`src/rtl/vram_arbiter.sv`:
```
// vram_arbiter: shares the single synchronous video RAM port between the
// text-mode scanout engine (absolute priority, zero added latency) and the
// CPU bus. CPU writes are posted through a one-entry write buffer, and CPU
// reads fit into the cycles where scanout does not need the port.
//
// CPU handshake: cpu_req is a level request. cpu_we, cpu_address and
// cpu_wdata stay stable while cpu_req=1. The arbiter completes the access
// with a single-cycle cpu_ack pulse; a read's data is valid on cpu_rdata
// during that pulse. After the ack cycle the CPU either drops cpu_req or
// presents its next request. cpu_req is not looked at while the ack is
// being shown.
module vram_arbiter #(
  parameter int AW = 13,
  parameter int DW = 8
) (
  input  logic          clock_25,
  input  logic          reset_n,
  input  logic          vid_req,
  input  logic [AW-1:0] vid_address,
  output logic [DW-1:0] vid_data,
  input  logic          cpu_req,
  input  logic          cpu_we,
  input  logic [AW-1:0] cpu_address,
  input  logic [DW-1:0] cpu_wdata,
  output logic [DW-1:0] cpu_rdata,
  output logic          cpu_ack,
  output logic          wbuf_busy,
  output logic [AW-1:0] mem_address,
  output logic [DW-1:0] mem_wdata,
  output logic          mem_we,
  input  logic [DW-1:0] mem_rdata,
  output logic [1:0]    dbg_state
);

  // IDLE: waiting for a CPU request. RD_DATA: the RAM holds the CPU read
  // address and returns data this cycle. HOLD: the ack pulse is visible.
  typedef enum logic [1:0] {
    ST_IDLE    = 2'd0,
    ST_RD_DATA = 2'd1,
    ST_HOLD    = 2'd2
  } state_t;

  state_t        r_state;
  state_t        w_state_nxt;
  logic          r_wbuf_valid;
  logic [AW-1:0] r_wbuf_addr;
  logic [DW-1:0] r_wbuf_data;
  logic          r_cpu_ack;
  logic [DW-1:0] r_cpu_rdata;

  logic          w_drain;
  logic          w_rd_issue;
  logic          w_wr_accept;
  logic          w_ack_nxt;
  logic          w_rdata_load;
  logic          w_mem_we;
  logic [AW-1:0] w_mem_address;

  // Port events. A read needs an empty buffer, so it can never overtake a
  // posted write to the same address and never coincides with a drain.
  // Accepting a write only touches the buffer, not the RAM port, so it
  // ignores vid_req.
  always_comb begin
    w_drain     = 1'b0;
    w_rd_issue  = 1'b0;
    w_wr_accept = 1'b0;
    w_drain     = !vid_req && r_wbuf_valid;
    w_rd_issue  = !vid_req && !r_wbuf_valid && (r_state == ST_IDLE) &&
                  cpu_req && !cpu_we;
    w_wr_accept = (r_state == ST_IDLE) && cpu_req && cpu_we && !r_wbuf_valid;
  end

  // RAM port mux: scanout first, then the buffer drain, otherwise the CPU
  // address (a real read when issuing, a harmless read otherwise).
  always_comb begin
    w_mem_address = cpu_address;
    w_mem_we      = 1'b0;
    if (vid_req) begin
      w_mem_address = vid_address;
    end else if (r_wbuf_valid) begin
      w_mem_address = r_wbuf_addr;
      w_mem_we      = 1'b1;
    end
  end

  // Next state and ack/read-data control. RD_DATA advances unconditionally
  // because the RAM already latched the CPU address on the previous edge.
  always_comb begin
    w_state_nxt  = r_state;
    w_ack_nxt    = 1'b0;
    w_rdata_load = 1'b0;
    case (r_state)
      ST_IDLE: begin
        if (w_rd_issue) begin
          w_state_nxt = ST_RD_DATA;
        end else if (w_wr_accept) begin
          w_state_nxt = ST_HOLD;
          w_ack_nxt   = 1'b1;
        end
      end
      ST_RD_DATA: begin
        w_state_nxt  = ST_HOLD;
        w_ack_nxt    = 1'b1;
        w_rdata_load = 1'b1;
      end
      ST_HOLD: begin
        w_state_nxt = ST_IDLE;
      end
      default: begin
        w_state_nxt = ST_IDLE;
      end
    endcase
  end

  // State register.
  always_ff @(posedge clock_25 or negedge reset_n) begin
    if (!reset_n) begin
      r_state <= ST_IDLE;
    end else begin
      r_state <= w_state_nxt;
    end
  end

  // Ack pulse and CPU read data; read data holds until the next read.
  always_ff @(posedge clock_25 or negedge reset_n) begin
    if (!reset_n) begin
      r_cpu_ack   <= 1'b0;
      r_cpu_rdata <= '0;
    end else begin
      r_cpu_ack <= w_ack_nxt;
      if (w_rdata_load) begin
        r_cpu_rdata <= mem_rdata;
      end
    end
  end

  // One-entry posted write buffer; reset discards a pending write.
  always_ff @(posedge clock_25 or negedge reset_n) begin
    if (!reset_n) begin
      r_wbuf_valid <= 1'b0;
      r_wbuf_addr  <= '0;
      r_wbuf_data  <= '0;
    end else if (w_wr_accept) begin
      r_wbuf_valid <= 1'b1;
      r_wbuf_addr  <= cpu_address;
      r_wbuf_data  <= cpu_wdata;
    end else if (w_drain) begin
      r_wbuf_valid <= 1'b0;
    end
  end

  assign mem_address = w_mem_address;
  assign mem_wdata   = r_wbuf_data;
  assign mem_we      = w_mem_we && reset_n;
  assign vid_data    = mem_rdata;
  assign cpu_rdata   = r_cpu_rdata;
  assign cpu_ack     = r_cpu_ack;
  assign wbuf_busy   = r_wbuf_valid;
  assign dbg_state   = r_state;

endmodule

```
`config.mk`:
```
export PLATFORM = sky130hd
export DESIGN_NAME = vram_arbiter
export DESIGN_NICKNAME = d
export VERILOG_FILES = /design/src/rtl/vram_arbiter.sv
export SDC_FILE = /design/constraint.sdc
export NUM_CORES = 1
export LEC_CHECK = 0
export CAP_MARGIN = 20
export CORE_MARGIN = 5
export CORE_UTILIZATION = 56
export CTS_CLUSTER_DIAMETER = 50
export DETAILED_ROUTE_END_ITERATION = 12
export DONT_BUFFER_PORTS = 1
export PLACE_DENSITY = 0.74
export SLEW_MARGIN = 20
export SYNTH_ARGS = -nofsm -noshare
export SYNTH_HDL_FRONTEND = slang
export SYNTH_SLANG_ARGS = --single-unit
```
`constraint.sdc`:
```
create_clock -name clock_25 -period 1.5 [get_ports clock_25]
set_clock_uncertainty 0.15 [all_clocks]
set_input_delay 0.15 -clock clock_25 [delete_from_list [all_inputs] [get_ports clock_25]]
set_output_delay 0.15 -clock clock_25 [all_outputs]
set_load 0.01 [all_outputs]
```
==> flow_summary.ini <==
[synthesis]
synth_edf_count = 0
synth_top_family_by_area = multiplexers
synthDistinctLibCells = 16
yosys.area_share.simple = 0.0707
yosys_warnings = 0
async_flop_share = 1.00
synth_top_area_share = 0.502
synth_flop_cell = dfrtp_1
synth_compound_area_frac = 0.0395
synth_mux_area_frac = 0.316
synthXorXnorAreaFrac = 0
yosys-top-cells-count = 33 x dfrtp_1, 17 x mux2_4, 17 x nand2_1
synth.yosys.seq_area_share = 0.502
synth_adder_area_share = 0
syn_nets = 174
synth_area_um2 = 1650
ys_ff_latch = 33
synth_area_leader_cell = dfrtp_1
synth.most_common_cell = dfrtp_1
synthTopCellsByArea = dfrtp_1 50%, mux2_4 16%, mux2_2 8.2%
syn_inst = 127
avgSynthCellArea_um2 = 13.0

[layout]
areaGrowthSynthToFinish_pct = 34.5
seqCellArea_um2 = 826
drive_above_1_share = 0.369
finalNonFillerCells = 207
fillerInstances = 160
antenna_cells = 0
fin_nets = 222
multi_input_area_um2 = 713

[grt]
grt_max_degree = 34
overflow = 0
grt_pass1_wl_um = 6150
grtUsageTotal = 0.193
grt_pass1_vias = 1285
antenna_found_initial = 0

[pwr]
combPwrFrac = 0.284
ir_drop_uv = 1150
p_sw_frac = 0.296
powerDensity_nw_per_um2 = 1270
p_leak_uw = 0.00106
p_seq_frac = 0.514
p_int_uw = 1980
p_sw_uw = 833
clock_power_share = 0.202

[place]
post-place-ws_ps = -88.3
dp_hpwl_um = 2430
dpl.cell_count = 162
gp_congestion = 0.736
port_buffers = 0

[sta]
rsz0062_at_grt = true
slew_headroom = 0.849
min_period_over_period = 1.12
period_needed_ps = 1690
finalWorstSetupSlack_ps = -185
drv_slew = 0
worst_slew_pin_slew_ps = 226
fmax_mhz = 593
hold_violations = 0
setup_viol = 34

[routing]
drc_errors = 0
drt_iter0_drc = 27
via_per_inst = 5.47
ant_nets = 0
vias = 1133
dr.pass1.iters = 4
wl_per_cell_um = 18.5
routed_wl_um = 3820

[clock_tree]
clock_latency_ps = 330
cts_buffers = 5
clk_path_buf_depth = 2
clk_pin_slew_ps = 100
cts_root_buf = clkbuf_4
cts_tree = done
cts_htree_levels = 2
cts_sinks = 33

[run_status]
violations = setup timing
status = finished with violations

[worst_hold_path]
hold_path_class = primary input to async pin

[worst_setup_path]
critPathTopFamily = flip-flops
cp_slowest_cell = dfrtp_1
worstReg2RegStart = wbuf_busy
critPathKind = flip-flop to output port
worstSetupEndpointType = output port
crit_buf_inv = 2
cp.arrival_ps = 1390
path_cells = buf_12 > mux2i_2 > o21ai_1 > buf_4
r2r_cells = 5
reg2reg_to = r_wbuf_addr[7]
r2r_setup_slack_ps = -160
required_ps = 1200
critPathLaunchType = flip-flop
critPathMaxStageDelay_ps = 410
worstPathMaxFanout = 16

[die]
die_h_um = 64.2
initial_core_util = 0.592
die_area_um2 = 4120
die_x_um = 64.2
core_um2 = 2780
num_io_pins = 89
rows = 19

[run]
maxCapViolCount = 0
-- logic make-up after synthesis --
family          count (synthesis)
compound gates                 13
mux                            42
buf+inv                        17
flops                          33
simple gates                   22
-- worst max-delay path by stage --
stage / start / to / cells past startpoint
floorplan: wbuf_busy / r_wbuf_addr[10] / 5
global placement: dbg_state[0] / mem_wdata[1] / 4
detailed placement: dbg_state[0] / mem_wdata[1] / 4
CTS: wbuf_busy / r_wbuf_addr[2] / 5
global route: wbuf_busy / mem_address[5] / 4
finish: wbuf_busy / mem_address[0] / 4
-- per-stage QoR --
stage / util / hold slack (ps) / total power [µW] / cell area, µm² / setup TNS (ps)
6_report: 0.796 / 104 / 2820 / 2210 / -4900
5_1_grt: 0.796 / 85.4 / 2990 / 2210 / -8140
4_1_cts: 0.784 / 94.3 / 2810 / 2180 / -5330
3_5_place_dp: 0.623 / -295 / 2120 / 1730 / -1560
3_3_place_gp: 0.623 / -295 / 2080 / 1730 / -669
2_1_floorplan: - / -296 / 1960 / 1650 / -2480
-- routing by layer --
metal	wire, µm	share of wire	global-route usage	vias to the layer above
met2	2030	0.53	0.349	51
met5	0	0	0	-
met4	23	0.0060	0.0534	0
li1	-	-	-	526
met1	1400	0.37	0.200	552
met3	367	0.096	0.0893	4
-- timing repair --
item,in CTS,in global routing
buffers inserted,1,1
endpoints found under the hold margin,65,0
gates resized for setup,18,7
setup endpoints to repair,35,43
cloned,0,1
hold buffers,34,0
-- cells in the final DEF (no fill, tap or decap) --
cell type	count
dfrtp_1	33
dlygate4sd3_1	33
nand2_1	17
mux2_4	17
buf_4	17
o21ai_1	13
mux2i_1	12
mux2_2	12
clkbuf_4	5
buf_6	4
buf_12	3
clkbuf_8	2
nor4b_4	1
nand2_2	1
nor2b_4	1
inv_1	1
mux2i_2	1
and3b_1	1
nor3b_1	1
clkinv_2	1
-- area by class of cell --
type / instances / area share
Sequential cell: 33 / 0.373
Clock inverter: 1 / 0.00226
Tap cell: 31 / 0.0175
Timing Repair Buffer: 57 / 0.254
Clock buffer: 7 / 0.0294
Inverter: 1 / 0.00169
Multi-Input combinational cell: 77 / 0.322
-- flip-flops by register name, summed over array words and instances (netlist names) --
name,flops
cpu_rdata,8
wbuf_busy,1
cpu_ack,1
dbg_state,2
r_wbuf_addr,13
mem_wdata,8
-- worst reg2reg max path: cells and delay by family, from the launching register on --
family | cells | cell delay [ps]
buffers and inverters | 2 | 310
flip-flops | 1 | 430
multiplexers | 1 | 300
AND/OR/NAND/NOR | 2 | 370
-- power by group through the flow --
stage               sequential [µW]  combinational (µW)  clock [µW]
floorplan                      1400                 559           0
global placement               1450                 636           0
detailed placement             1450                 665           0
CTS                            1440                 788         579
global route                   1490                 864         635
finish                         1450                 799         569
Power figures use the tool's default switching activity.
